--- src/rtl/wb_master_sequencer.sv ---
// wb_master_sequencer: Wishbone classic single-word read/write/poll initiator for the accelerator slave port.
// Latency: accept->stb 1 cycle, ack sampled->rsp_valid 1 cycle, rsp handshake->cmd_ready 1 cycle.
// Backpressure: one command outstanding; cmd_ready low until the response is consumed; rsp held while rsp_ready low.
module wb_master_sequencer #(
  parameter int TIMEOUT  = 64,
  parameter int POLL_GAP = 8,
  parameter int POLL_MAX = 1024
) (
  input  logic        wb_clk_i,
  input  logic        wb_rst_ni,
  input  logic        cmd_valid_i,
  output logic        cmd_ready_o,
  input  logic [1:0]  cmd_op_i,
  input  logic [31:0] cmd_addr_i,
  input  logic [31:0] cmd_data_i,
  output logic        rsp_valid_o,
  input  logic        rsp_ready_i,
  output logic [31:0] rsp_data_o,
  output logic [1:0]  rsp_err_o,
  output logic        wb_cyc_o,
  output logic        wb_stb_o,
  output logic        wb_we_o,
  output logic [3:0]  wbs_sel_o,
  output logic [31:0] wb_addr_o,
  output logic [31:0] wb_data_o,
  input  logic [31:0] wb_data_i,
  input  logic        wb_ack_i,
  output logic        busy_o
);

  typedef enum logic [1:0] {S_IDLE, S_BUS, S_GAP, S_RESP} state_e;

  localparam logic [1:0] OP_RD   = 2'b00;
  localparam logic [1:0] OP_WR   = 2'b01;
  localparam logic [1:0] OP_POLL = 2'b10;
  localparam logic [1:0] E_OK    = 2'd0;
  localparam logic [1:0] E_TMO   = 2'd1;
  localparam logic [1:0] E_POLL  = 2'd2;
  localparam logic [1:0] E_ILL   = 2'd3;

  // Last-cycle compare values: counters start at 0 on entry to their state.
  localparam logic [31:0] TMO_LAST = 32'(TIMEOUT - 1);
  localparam logic [31:0] GAP_LAST = 32'(POLL_GAP - 1);
  localparam logic [31:0] POLL_LIM = 32'(POLL_MAX);

  state_e      state_q, state_d;
  logic [1:0]  op_q, op_d;
  logic        bus_q, bus_d;
  logic        we_q, we_d;
  logic [31:0] addr_q, addr_d;
  logic [31:0] wdat_q, wdat_d;
  logic [31:0] tgt_q, tgt_d;
  logic [31:0] rdat_q, rdat_d;
  logic [1:0]  err_q, err_d;
  logic [31:0] tmo_q, tmo_d;
  logic [31:0] gap_q, gap_d;
  logic [31:0] poll_q, poll_d;
  logic [31:0] poll_inc;

  // Saturating increment of the poll read count.
  assign poll_inc = (poll_q == '1) ? poll_q : poll_q + 32'd1;

  // Next-state and registered-output logic for the command/bus sequencer.
  always_comb begin
    state_d = state_q;
    op_d    = op_q;
    bus_d   = bus_q;
    we_d    = we_q;
    addr_d  = addr_q;
    wdat_d  = wdat_q;
    tgt_d   = tgt_q;
    rdat_d  = rdat_q;
    err_d   = err_q;
    tmo_d   = tmo_q;
    gap_d   = gap_q;
    poll_d  = poll_q;
    unique case (state_q)
      S_IDLE: begin
        if (cmd_valid_i) begin
          op_d   = cmd_op_i;
          addr_d = cmd_addr_i;
          tgt_d  = cmd_data_i;
          poll_d = '0;
          tmo_d  = '0;
          rdat_d = '0;
          if (cmd_op_i == 2'b11) begin
            err_d   = E_ILL;
            state_d = S_RESP;
          end else begin
            bus_d   = 1'b1;
            we_d    = (cmd_op_i == OP_WR);
            wdat_d  = (cmd_op_i == OP_WR) ? cmd_data_i : '0;
            state_d = S_BUS;
          end
        end
      end
      S_BUS: begin
        if (wb_ack_i) begin
          // Ack beats a coinciding timeout; strobe always drops for a cycle after ack.
          bus_d = 1'b0;
          we_d  = 1'b0;
          tmo_d = '0;
          err_d = E_OK;
          if (op_q == OP_WR) begin
            rdat_d  = '0;
            state_d = S_RESP;
          end else if (op_q == OP_RD) begin
            rdat_d  = wb_data_i;
            state_d = S_RESP;
          end else begin
            rdat_d = wb_data_i;
            poll_d = poll_inc;
            if (wb_data_i == tgt_q) begin
              state_d = S_RESP;
            end else if (poll_inc >= POLL_LIM) begin
              err_d   = E_POLL;
              state_d = S_RESP;
            end else begin
              gap_d   = '0;
              state_d = S_GAP;
            end
          end
        end else if (tmo_q == TMO_LAST) begin
          bus_d   = 1'b0;
          we_d    = 1'b0;
          tmo_d   = '0;
          rdat_d  = '0;
          err_d   = E_TMO;
          state_d = S_RESP;
        end else begin
          tmo_d = tmo_q + 32'd1;
        end
      end
      S_GAP: begin
        if (gap_q == GAP_LAST) begin
          bus_d   = 1'b1;
          tmo_d   = '0;
          state_d = S_BUS;
        end else begin
          gap_d = gap_q + 32'd1;
        end
      end
      S_RESP: begin
        if (rsp_ready_i) state_d = S_IDLE;
      end
      default: state_d = S_IDLE;
    endcase
  end

  // State and datapath registers; reset drops the bus and discards any pending work.
  always_ff @(posedge wb_clk_i or negedge wb_rst_ni) begin
    if (!wb_rst_ni) begin
      state_q <= S_IDLE;
      op_q    <= OP_RD;
      bus_q   <= 1'b0;
      we_q    <= 1'b0;
      addr_q  <= '0;
      wdat_q  <= '0;
      tgt_q   <= '0;
      rdat_q  <= '0;
      err_q   <= E_OK;
      tmo_q   <= '0;
      gap_q   <= '0;
      poll_q  <= '0;
    end else begin
      state_q <= state_d;
      op_q    <= op_d;
      bus_q   <= bus_d;
      we_q    <= we_d;
      addr_q  <= addr_d;
      wdat_q  <= wdat_d;
      tgt_q   <= tgt_d;
      rdat_q  <= rdat_d;
      err_q   <= err_d;
      tmo_q   <= tmo_d;
      gap_q   <= gap_d;
      poll_q  <= poll_d;
    end
  end

  // Ready is gated by reset so every output reads 0 while reset is held.
  assign cmd_ready_o = (state_q == S_IDLE) && wb_rst_ni;
  assign rsp_valid_o = (state_q == S_RESP);
  assign rsp_data_o  = rdat_q;
  assign rsp_err_o   = err_q;
  assign wb_cyc_o    = bus_q;
  assign wb_stb_o    = bus_q;
  assign wb_we_o     = we_q;
  assign wbs_sel_o   = {4{bus_q}};
  assign wb_addr_o   = addr_q;
  assign wb_data_o   = wdat_q;
  assign busy_o      = (state_q != S_IDLE);

endmodule

--- config.mk ---
export PLATFORM = sky130hd
export DESIGN_NAME = wb_master_sequencer
export DESIGN_NICKNAME = d
export VERILOG_FILES = /design/src/rtl/wb_master_sequencer.sv
export SDC_FILE = /design/constraint.sdc
export NUM_CORES = 1
export LEC_CHECK = 0
export BUFFER_PORTS_ARGS = -buffer_cell sky130_fd_sc_hd__buf_2
export CORE_MARGIN = 10
export CORE_UTILIZATION = 30
export DETAILED_ROUTE_END_ITERATION = 8
export GPL_ROUTABILITY_DRIVEN = 0
export HOLD_SLACK_MARGIN = 0.03
export SLEW_MARGIN = 20
export SYNTH_ARGS = -nofsm -noshare
export SYNTH_HDL_FRONTEND = slang
export SYNTH_SLANG_ARGS = --single-unit
--- constraint.sdc ---
create_clock -name wb_clk_i -period 8.1 [get_ports wb_clk_i]
set_clock_uncertainty 0.1 [all_clocks]
set_input_delay 0.405 -clock wb_clk_i [delete_from_list [all_inputs] [get_ports wb_clk_i]]
set_output_delay 0.405 -clock wb_clk_i [all_outputs]
set_load 0.02 [all_outputs]
======== Yosys cells after proc, flatten, opt, wreduce, memory -nomap -nowiden ========
Cells that the tools add are included.
operators by class
  div/mod/pow operators ................... 0
  equality and inequality tests ........... 22
  reduce and logical (&&, ||, !) cells .... 17
  add/subtract/negate cells ............... 3
  shifts and indexed selects .............. 0
  bitwise gates (word level) .............. 1
  mux-type cells .......................... 51
  multipliers ............................. 0
  magnitude comparators ................... 1
operator list
  kind                                                    count
  2-to-1 mux 32 bit                                       18
  case mux 32 bit (2 select lines)                        3
  adder 32 x 1 -> 32 bit (second input constant)          3
  case mux 32 bit (3 select lines)                        1
  == test 32 x 3 -> 1 bit (second input constant)         1
  == test 32 bit                                          1
  == test 32 bit (second input constant)                  1
  == test 32 x 6 -> 1 bit (second input constant)         1
  >= comparator 32 x 11 -> 1 bit (second input constant)  1
  2-to-1 mux 2 bit                                        14
  inequality test 2 bit (second input constant)           10
  AND reduction 4 bit                                     3
  2-to-1 mux 1 bit                                        11
  AND reduction 5 bit                                     2
  AND reduction 3 bit                                     3
  case mux 2 bit (4 select lines)                         1
  AND reduction 7 bit                                     1
  == test 2 x 1 -> 1 bit (second input constant)          3
  == test 2 bit (second input constant)                   3
  nonzero test 2 bit                                      3
  logical NOT 2 bit                                       2
  case mux 2 bit (2 select lines)                         1
  inequality test 3 bit (second input constant)           1
  case mux 1 bit (3 select lines)                         1
  other kinds (6)                                         6
storage, ports and cells
  output and inout port bits .............. 108
  input port bits ......................... 103
  bits in latches ......................... 0
  memory bits (read-only) ................. 0
  memories kept ........................... 0
  memory bits (writable) .................. 0
  logic and storage cells ................. 107
  register bits after elaboration ......... 232

======== Logic depth before layout (Yosys ltp) ========
Gate-level depths: netlist of run 1.
  depth after elaboration ................. 9
  gate-level depth with buffers ........... 12
  gate-level depth less buffers ........... 10

======== Least setup slack after synthesis of run 1 ========
OpenSTA, ideal clock, no wires.
  path type ............................... flip-flop to flip-flop
  start ................................... register poll_q[23]
  end ..................................... register gap_q[26]
  arrival time ............................ 2.620 ns
  data required time ...................... 7.872 ns
  period minus slack after synthesis ...... 2.848 ns
  library setup time ...................... 0.128 ns
  path slack .............................. 5.252 ns
  buffers on the path ..................... 2
  stages on the path, launching flop included .. 12
  path through ............................ dfrtp_1 -> nand4_4 -> or4_4 -> o31ai_4 -> buf_6 -> nor3_1 -> nor4_2 -> and4_4 -> a21oi_1 -> buf_2 -> o21ai_0 -> o31ai_1
on the way
  cells in the longest elaborated chain, start to end .. 5
  elaborated cells between the ends (all ways) .. 6
  those cells by class .................... 1 x add/sub; 1 x order compare; 2 x eq/ne; 1 x mux; 1 x reduce/logical
ends and longest elaborated chain
  element                                                          line  RTL
  start: declaration                                               57    logic [31:0] poll_q, poll_d;
  start signal: assignment                                         177   poll_q <= poll_d;
  adder 32 x 1 -> 32 bit / == test 32 bit (equally long branches)  61    assign poll_inc = (poll_q == '1) ? poll_q : poll_q + 32'd1;
  2-to-1 mux 32 bit *                                              61
  >= comparator 32 x 11 -> 1 bit *                                 115   end else if (poll_inc >= POLL_LIM) begin
  inequality test 2 bit (no source line) *                         -
  AND reduction 7 bit (no source line) *                           -
  end signal: assignment                                           176   gap_q <= gap_d;
  end: declaration                                                 56    logic [31:0] gap_q, gap_d;
Mark *: on every way between the ends. The rest lies on a longest branch, timed or not.
A chain may end at the register's enable or synchronous reset.

======== Worst setup path in the final report of run 1 ========
  start ................................... register poll_q[12]
  end ..................................... register gap_q[17]
The elaborated chain is that of the path after synthesis.

==> results of run 1 <==
## metal layers
layer / up-vias / wire length [um] / GRT usage
met5: - / 0 / 0
met4: 0 / 1110 / 0.0537
met3: 81 / 2730 / 0.0371
met2: 383 / 16800 / 0.241
met1: 5029 / 15800 / 0.196
li1: 4992 / - / -
## final timing paths
kind / start / to / slack (ns) / depth (start not counted)
worst max-delay path: poll_q[12]$_DFFE_PN0P_ / gap_q[17]$_DFFE_PN0P_ / 4.36 / 9
worst min-delay path: cmd_data_i[28] / tgt_q[28]$_DFFE_PN0P_ / 0.05 / 3
worst max register to register: poll_q[12]$_DFFE_PN0P_ / gap_q[17]$_DFFE_PN0P_ / 4.36 / 9
worst min register to register: wb_addr_o[28]$_DFFE_PN0P_ / wb_addr_o[28]$_DFFE_PN0P_ / 0.38 / 2
max in group asynchronous: wb_rst_ni / poll_q[18]$_DFFE_PN0P_ / 6.15 / 3
min in group asynchronous: wb_rst_ni / rsp_data_o[31]$_DFFE_PN0P_ / 0.35 / 2
## through the flow
step                      hold WS (ns)  power, W  instances  area, um^2  worst slack [ns]
after floorplan                0.00941   0.00293       1258       11400              5.25
after global placement           0.335   0.00357       1919       12900              4.19
after detailed placement         0.328   0.00360       1919       12900              4.51
after CTS                       0.0322   0.00493       2058       14800              4.51
after global routing            0.0480   0.00520       2059       14800              4.10
final                           0.0460   0.00490       2059       14800              4.36
## worst max-delay path, stage by stage (launching register included)
cell and delay, ns:
dfrtp_1 0.52, nand4_1 0.38, nor2_1 0.43, nand4_1 0.54, a41oi_1 0.49, nor4_2 0.08, and4_4 0.20, a21oi_2 0.60
o21ai_0 0.20, o21ai_0 0.10
## flip-flops by register name (all words and copies together), names as in the netlist, 2 cells and up
signal	cells
gap_q	32
poll_q	32
rsp_data_o	32
tgt_q	32
tmo_q	32
wb_addr_o	32
wb_data_o	32
op_q	2
rsp_err_o	2
state_q	2
## power by group through the flow
stage | registers, W | clock network, W | logic (W)
after floorplan | 0.00209 | 0 | 0.000834
after global placement | 0.00188 | 0 | 0.00169
after detailed placement | 0.00189 | 0 | 0.00171
after CTS | 0.00188 | 0.00131 | 0.00174
after global routing | 0.00194 | 0.00135 | 0.00191
final | 0.00189 | 0.00127 | 0.00173
## timing repair
item | CTS | global route
hold buffers | 90 | 0
setup buffers | 0 | 0
hold endpoints to repair | 165 | 0
setup endpoints to repair | 0 | 0
## cell usage after synthesis (10+ instances only)
cell / count / area share
xnor2_1: 12 / 0.0092
dfrtp_1: 232 / 0.51
nor4_1: 26 / 0.014
a22o_1: 68 / 0.052
nand2_1: 303 / 0.10
o21ai_0: 116 / 0.051
o31ai_1: 11 / 0.0072
xor2_1: 47 / 0.036
a21oi_1: 34 / 0.015
a31oi_1: 26 / 0.014
nor2_1: 81 / 0.027
nor3_1: 21 / 0.0092
inv_1: 14 / 0.0046
nand4_1: 28 / 0.015
clkbuf_1: 53 / 0.017
nand3_1: 38 / 0.017
and2_1: 10 / 0.0055
and3_1: 24 / 0.013
## final cells by class
class,count,area (um^2),share of cell area
antenna,1,2.50,0.000170
clock buffer,42,812,0.0550
clock inverter,7,128,0.00865
inverter,14,52.6,0.00356
multi-input combinational,942,5270,0.357
sequential,232,5810,0.393
tap,511,639,0.0433
timing repair buffer,310,2050,0.139
## kinds of logic (layout without fill, tap and decap cells)
logic type      count (synthesis)  count (layout)  synth area share
compound gates                295             295             0.170
flops                         232             232             0.509
buf+inv                        84             373            0.0316
xor+xnor                       59              59            0.0453
mux                             6               6           0.00537
fa+ha+maj                       3               3           0.00329
other cells                     0               1                 0
simple gates                  579             579             0.236
==> results.tsv, run 1 <==
metric	value	unit
die_y	215	um
postSynthAreaPerCell	9.07	um^2
synth_edf_count	0	
core	37600	um^2
slew_headroom	0.350	
drt-total-wl	36400	um
synth_area	11400	um^2
cp-start-kind	flop	
grt_overflow_total	0	
end_kind	flop	
drc	0	
clk_latency	0.55	ns
p_int	0.00294	W
grt_use_total	0.151	
switching_share	0.399	
tns	0	ns
cts_tree	built	
synth_cell_types	68	
yosysSeqAreaShare	0.509	
ir_drop	0.000243	V
period_share	0.461	
syn_inst	1258	
cts_resized	0	
pwr-share-seq	0.386	
clock-root-buffer	clkbuf_16	
antenna_found_initial	1	
max_cap_violations	0	
drv_slew	0	
boundaryPins	211	
dp_hpwl	24500	um
h-tree-depth	1	
clkSinkCount	232	
post_drt_wl_per_cell	17.7	um
fmaxAchievable	0.268	GHz
finalCriticalPeriod	3.74	ns
dieWidth	215	um
grt_pass1_vias	10400	
vias_per_cell	5.09	
area_growth	29.3	%
worstSetupPathType	reg -> reg	
final_common_cell	nand2_1	
ys_seq_elements	232	
drtIter0Drc	729	
die-area	46200	um^2
clkPwrFrac	0.260	
p_comb_frac	0.354	
status	complete, no violations	
clockBufferDepth	3	
start_util	0.304	
final_core_util	0.393	
crit_required	8.45	ns
rows	71	
async_flop_share	1.00	
grt_start_max_net_pins	157	
ant_nets	0	
setup_viol	0	
yosys_warnings	0	
final_cell_mix	302 x nand2_1, 232 x dfrtp_1, 209 x buf_2	
ys.flop_type	dfrtp_1	
path_clk_slew	0.06	ns
worstMarginPinSlew	0.976	ns
worstHoldPathType	in -> reg	
io_buffers	210	
hold_violations	0	
drt_pre_antenna_iters	6	
switchingPower	0.00195	W
numCtsBuffers	27	
grt_pass1_wl	58200	um
rsz0062_at_grt	false	
power_density	332	nW/um^2
drive_gt1_frac	0.189	
arrival	4.09	ns
nets	1633	
fillers	3663	
synthesis.nets	1364	
crit_path_max_fanout	15	
leakagePower	6.95	nW
dr_total_vias	10500	
No activity file was read; power rests on OpenSTA's default activity.
==> inputs of run 2 (changes only) <==
Clock period 8.1 ns to 3.1 ns, I/O delays scaled along.
==> run 2 against run 1 <==
Flip-flop and latch count unchanged. Wire length up 3.1%. Via count up 3.4%. Final area up 4.7%. Non-clock buffer count up 68. Combinational power rose to 2.7 times the previous value. First-iteration DRC count up 27%. Core utilization up 1.8 points. Hold slack better by 0.030 ns. Critical path type unchanged.
==> results.tsv, run 2 (same netlist as run 1, synthesis figures left out) <==
metric	value	unit
status	complete, no violations	
ir_drop	0.000472	V
final_cell_mix	301 x nand2_1, 230 x dfrtp_1, 209 x buf_2	
vias_per_cell	5.09	
worstPathCellList	nand4_4, or4_4, o31ai_4, buf_4, o21a_1, o221a_2, and4_4, nand2_1, o21ai_2, buf_12, a31oi_1	
die_y	215	um
setup_viol	0	
total_power	0.0132	W
dr_total_vias	10800	
grt_start_max_net_pins	104	
drt_pre_antenna_iters	5	
core	37600	um^2
path_clk_slew	0.06	ns
drc	0	
clockBufferDepth	3	
drt-total-wl	37500	um
clock-root-buffer	clkbuf_16	
worstSetupPathType	reg -> reg	
antenna_found_initial	3	
tns	0	ns
arrival	3.27	ns
finalCriticalPeriod	2.96	ns
worstHoldPathType	in -> async	
clkSinkCount	232	
power_density	856	nW/um^2
dp_hpwl	25800	um
dieWidth	215	um
worstMarginPinSlew	0.995	ns
nets	1702	
grt_use_total	0.156	
cp-start-kind	flop	
grt_pass1_vias	10700	
h-tree-depth	1	
die-area	46200	um^2
use_met1	0.206	
start_util	0.304	
cp_top_family	simple AND/OR/NAND/NOR gates	
max_cap_violations	0	
boundaryPins	211	
crit_required	3.41	ns
io_buffers	210	
grt_pass1_wl	59700	um
hold_violations	0	
period_share	0.955	
drive_gt1_frac	0.226	
grt_overflow_total	0	
gr-max-usage-layer	met2	
drtIter0Drc	928	
crit_path_max_fanout	9	
use_met2	0.250	
grt_util_met3	0.0323	
max_stage_delay	0.57	ns
numCtsBuffers	28	
rows	71	
crit_buf_inv	2	
area_growth	35.3	%
drv_slew	0	
end_kind	flop	
slowest_stage	or4_4	
final_common_cell	nand2_1	
slew_headroom	0.337	
post_drt_wl_per_cell	17.6	um
final_core_util	0.411	
clk_latency	0.54	ns
fmaxAchievable	0.338	GHz
ant_nets	0	
leakagePower	7.36	nW
cts_tree	built	
[run 2: path summary, 6_finish.rpt]
| kind | from | to | slack [ns] | cells after the start |
|---|---|---|---|---|
| worst min-delay path | wb_rst_ni | rsp_data_o[11]$_DFFE_PN0P_ | 0.08 | 2 |
| worst min register to register | wb_addr_o[2]$_DFFE_PN0P_ | wb_addr_o[2]$_DFFE_PN0P_ | 0.37 | 2 |
| worst max register to register | poll_q[21]$_DFFE_PN0P_ | gap_q[14]$_DFFE_PN0P_ | 0.14 | 11 |
| min in group wb_clk_i | cmd_op_i[0] | op_q[0]$_DFFE_PN0P_ | 0.12 | 3 |
| max in group asynchronous | wb_rst_ni | poll_q[21]$_DFFE_PN0P_ | 1.79 | 3 |
| worst max-delay path | poll_q[21]$_DFFE_PN0P_ | gap_q[14]$_DFFE_PN0P_ | 0.14 | 11 |
[run 2: layout make-up]
cell class,instances,area [um^2]
Inverter,14,52.6
Antenna cell,3,7.51
Timing Repair Buffer,378,2620
Clock inverter,12,171
Clock buffer,39,843
Tap cell,511,639
Fill cell,3639,22100
Multi-Input combinational cell,942,5300
Sequential cell,232,5810
[run 2: timing repair]
action / in CTS / in global routing
buffers inserted: 0 / 2
resized for setup: 0 / 13
hold endpoints to repair: 260 / 0
hold buffers: 99 / 0
setup endpoints to repair: 0 / 33
[run 2: routing by layer]
metal	routed length [um]	part of all wire	vias to the layer above
li1	-	-	5125
met1	16400	0.44	5282
met2	17600	0.47	363
met3	2460	0.065	76
met4	1040	0.028	0
met5	0	0	-
[run 2: stage by stage]
step	cells	worst slack, ns	cell area, um^2	hold slack, ns
after global placement	1976	0.134	13400	0.0727
after CTS	2126	0.0797	15400	0.101
after floorplan	1258	0.252	11400	-0.241
after global routing	2131	-0.00900	15400	0.134
after detailed placement	1976	0.0994	13400	0.0740
final	2131	0.140	15400	0.0760
[run 2: power by group]
group | switching, W | internal (W) | leakage, nW
clock | 0.00135 | 0.00223 | 0.506
sequential | 0.000872 | 0.00403 | 3.03
combinational | 0.00300 | 0.00175 | 3.82
total | 0.00522 | 0.00800 | 7.36
==> inputs of run 3 (changes only) <==
Settings changed: CORE_MARGIN 10 to 2, PLACE_DENSITY_LB_ADDON from default to 0.08.
==> run 3 against run 2 <==
Total power fell by 0.18%. Worst setup slack improved by 0.0051 ns. Global-route usage grew 3.1 points. First-iteration DRC count decreased by 42%. Wire length decreased by 0.33%. Highest routed layer unchanged. Cell count grew 0.99%. Non-clock buffer count rose by 21. Flip-flop and latch count did not move. Critical path depth unchanged. Clock power hardly changed.
==> results.tsv, run 3 (same netlist as run 1, synthesis figures left out) <==
metric	value	unit
layout_setup_ws	0.145	ns
worstMarginPinSlew	0.782	ns
cp-start-kind	flop	
status	complete, no violations	
switching_share	0.391	
drtIter0Drc	539	
grt_pass1_vias	10500	
power_density	843	nW/um^2
dieWidth	199	um
ant_nets	0	
antenna_found_initial	2	
leakagePower	7.48	nW
clk_latency	0.57	ns
worstHoldPathType	in -> async	
clkPwrFrac	0.269	
drive_gt1_frac	0.235	
r2r_slack	0.14	ns
rows	71	
multi_input_area	5340	um^2
grt_use_total	0.187	
pwr-share-seq	0.363	
final_cell_mix	302 x nand2_1, 231 x dfrtp_1, 209 x buf_2	
h-tree-depth	1	
slew_headroom	0.478	
start_util	0.304	
drc	0	
path_clk_slew	0.06	ns
drt-total-wl	37400	um
p_int	0.00804	W
pre_cts_slack	0.0999	ns
numCtsBuffers	29	
hold_violations	0	
grt_pass1_wl	58600	um
finalCriticalPeriod	2.96	ns
fmaxAchievable	0.338	GHz
die-area	39600	um^2
cts_tree	built	
area_growth	37.1	%
nets	1724	
worstSetupPathType	reg -> reg	
boundaryPins	211	
ir_drop	0.000437	V
core	37600	um^2
clockBufferDepth	3	
period_share	0.953	
clkSinkCount	232	
fin_area	15700	um^2
post_drt_wl_per_cell	17.4	um
fillers	3762	
dr_total_vias	10400	
seqCellArea	5810	um^2
reg2reg_from	poll_q[22]$_DFFE_PN0P_	
end_kind	flop	
vias_per_cell	4.85	
cp-startpoint	poll_q[22]$_DFFE_PN0P_	
grt_start_max_net_pins	69	
drv_slew	0	
die_y	199	um
max_cap_violations	0	
drt_pre_antenna_iters	6	
placed_area	13500	um^2
io_buffers	210	
switchingPower	0.00516	W
clock-root-buffer	clkbuf_16	
setup_viol	0	
crit_required	3.44	ns
crit_path_max_fanout	15	
final_common_cell	nand2_1	
grt_overflow_total	0	
arrival	3.29	ns
tns	0	ns
final_core_util	0.417	
dp_hpwl	25900	um
p_comb_frac	0.367	
run 3: cell types whose count changed in the layout (fill, tap and decap cells not counted), moves of 2 or more:
cell      change
buf_12        +2
clkinv_4      -2
a21oi_2       -2
buf_4        +19
clkbuf_1      +4
clkbuf_8      -2
run 3: path summary, 6_finish.rpt:
path / endpoint / cells after the start
min in group wb_clk_i: poll_q[28]$_DFFE_PN0P_ / 3
worst max register to register: gap_q[31]$_DFFE_PN0P_ / 11
worst min-delay path: tmo_q[18]$_DFFE_PN0P_ / 2
max in group asynchronous: rsp_data_o[20]$_DFFE_PN0P_ / 3
worst min register to register: wb_addr_o[12]$_DFFE_PN0P_ / 2
worst max-delay path: gap_q[31]$_DFFE_PN0P_ / 11
run 3: timing repair:
item                                    CTS  global route
buffers inserted                          0             4
endpoints found under the setup margin    0            37
endpoints found under the hold margin   365             0
hold buffers                            100             0
resized for setup                         0            13
run 3: worst max-delay path, cell delays in order (launching register included):
cell and delay (ns):
dfrtp_1 0.40, nand4_4 0.13, or4_4 0.59, o31ai_4 0.31
buf_4 0.19, o21a_1 0.12, o221a_2 0.18, and4_4 0.26
a21oi_1 0.11, buf_12 0.16, o21ai_0 0.14, o21ai_0 0.12
run 3: per-layer routing:
layer	up-vias	GRT usage	wire [um]
li1	5177	-	-
met1	4965	0.258	17300
met2	243	0.292	17100
met3	50	0.0459	2220
met4	0	0.0514	806
met5	-	0	0
run 3: power by group through the flow:
stage / combinational, W / sequential (W) / clock (W)
after floorplan: 0.00218 / 0.00547 / 0
after global placement: 0.00476 / 0.00481 / 0
after detailed placement: 0.00480 / 0.00480 / 0
after CTS: 0.00490 / 0.00479 / 0.00367
after global routing: 0.00537 / 0.00494 / 0.00379
final: 0.00485 / 0.00480 / 0.00355
run 3: area by class of cell:
cell class,instances,area share
clock buffer,41,0.0531
sequential,232,0.371
tap,511,0.0409
antenna,2,0.000320
multi-input combinational,942,0.341
inverter,14,0.00336
timing repair buffer,399,0.179
clock inverter,11,0.0110
run 3: metrics by stage:
stage | power (W) | hold WS (ns) | std cells
after CTS | 0.0134 | 0.0414 | 2146
after global placement | 0.00957 | 0.0471 | 1994
after detailed placement | 0.00961 | 0.0492 | 1994
after global routing | 0.0141 | 0.0349 | 2152
after floorplan | 0.00765 | -0.241 | 1258
final | 0.0132 | 0.00309 | 2152
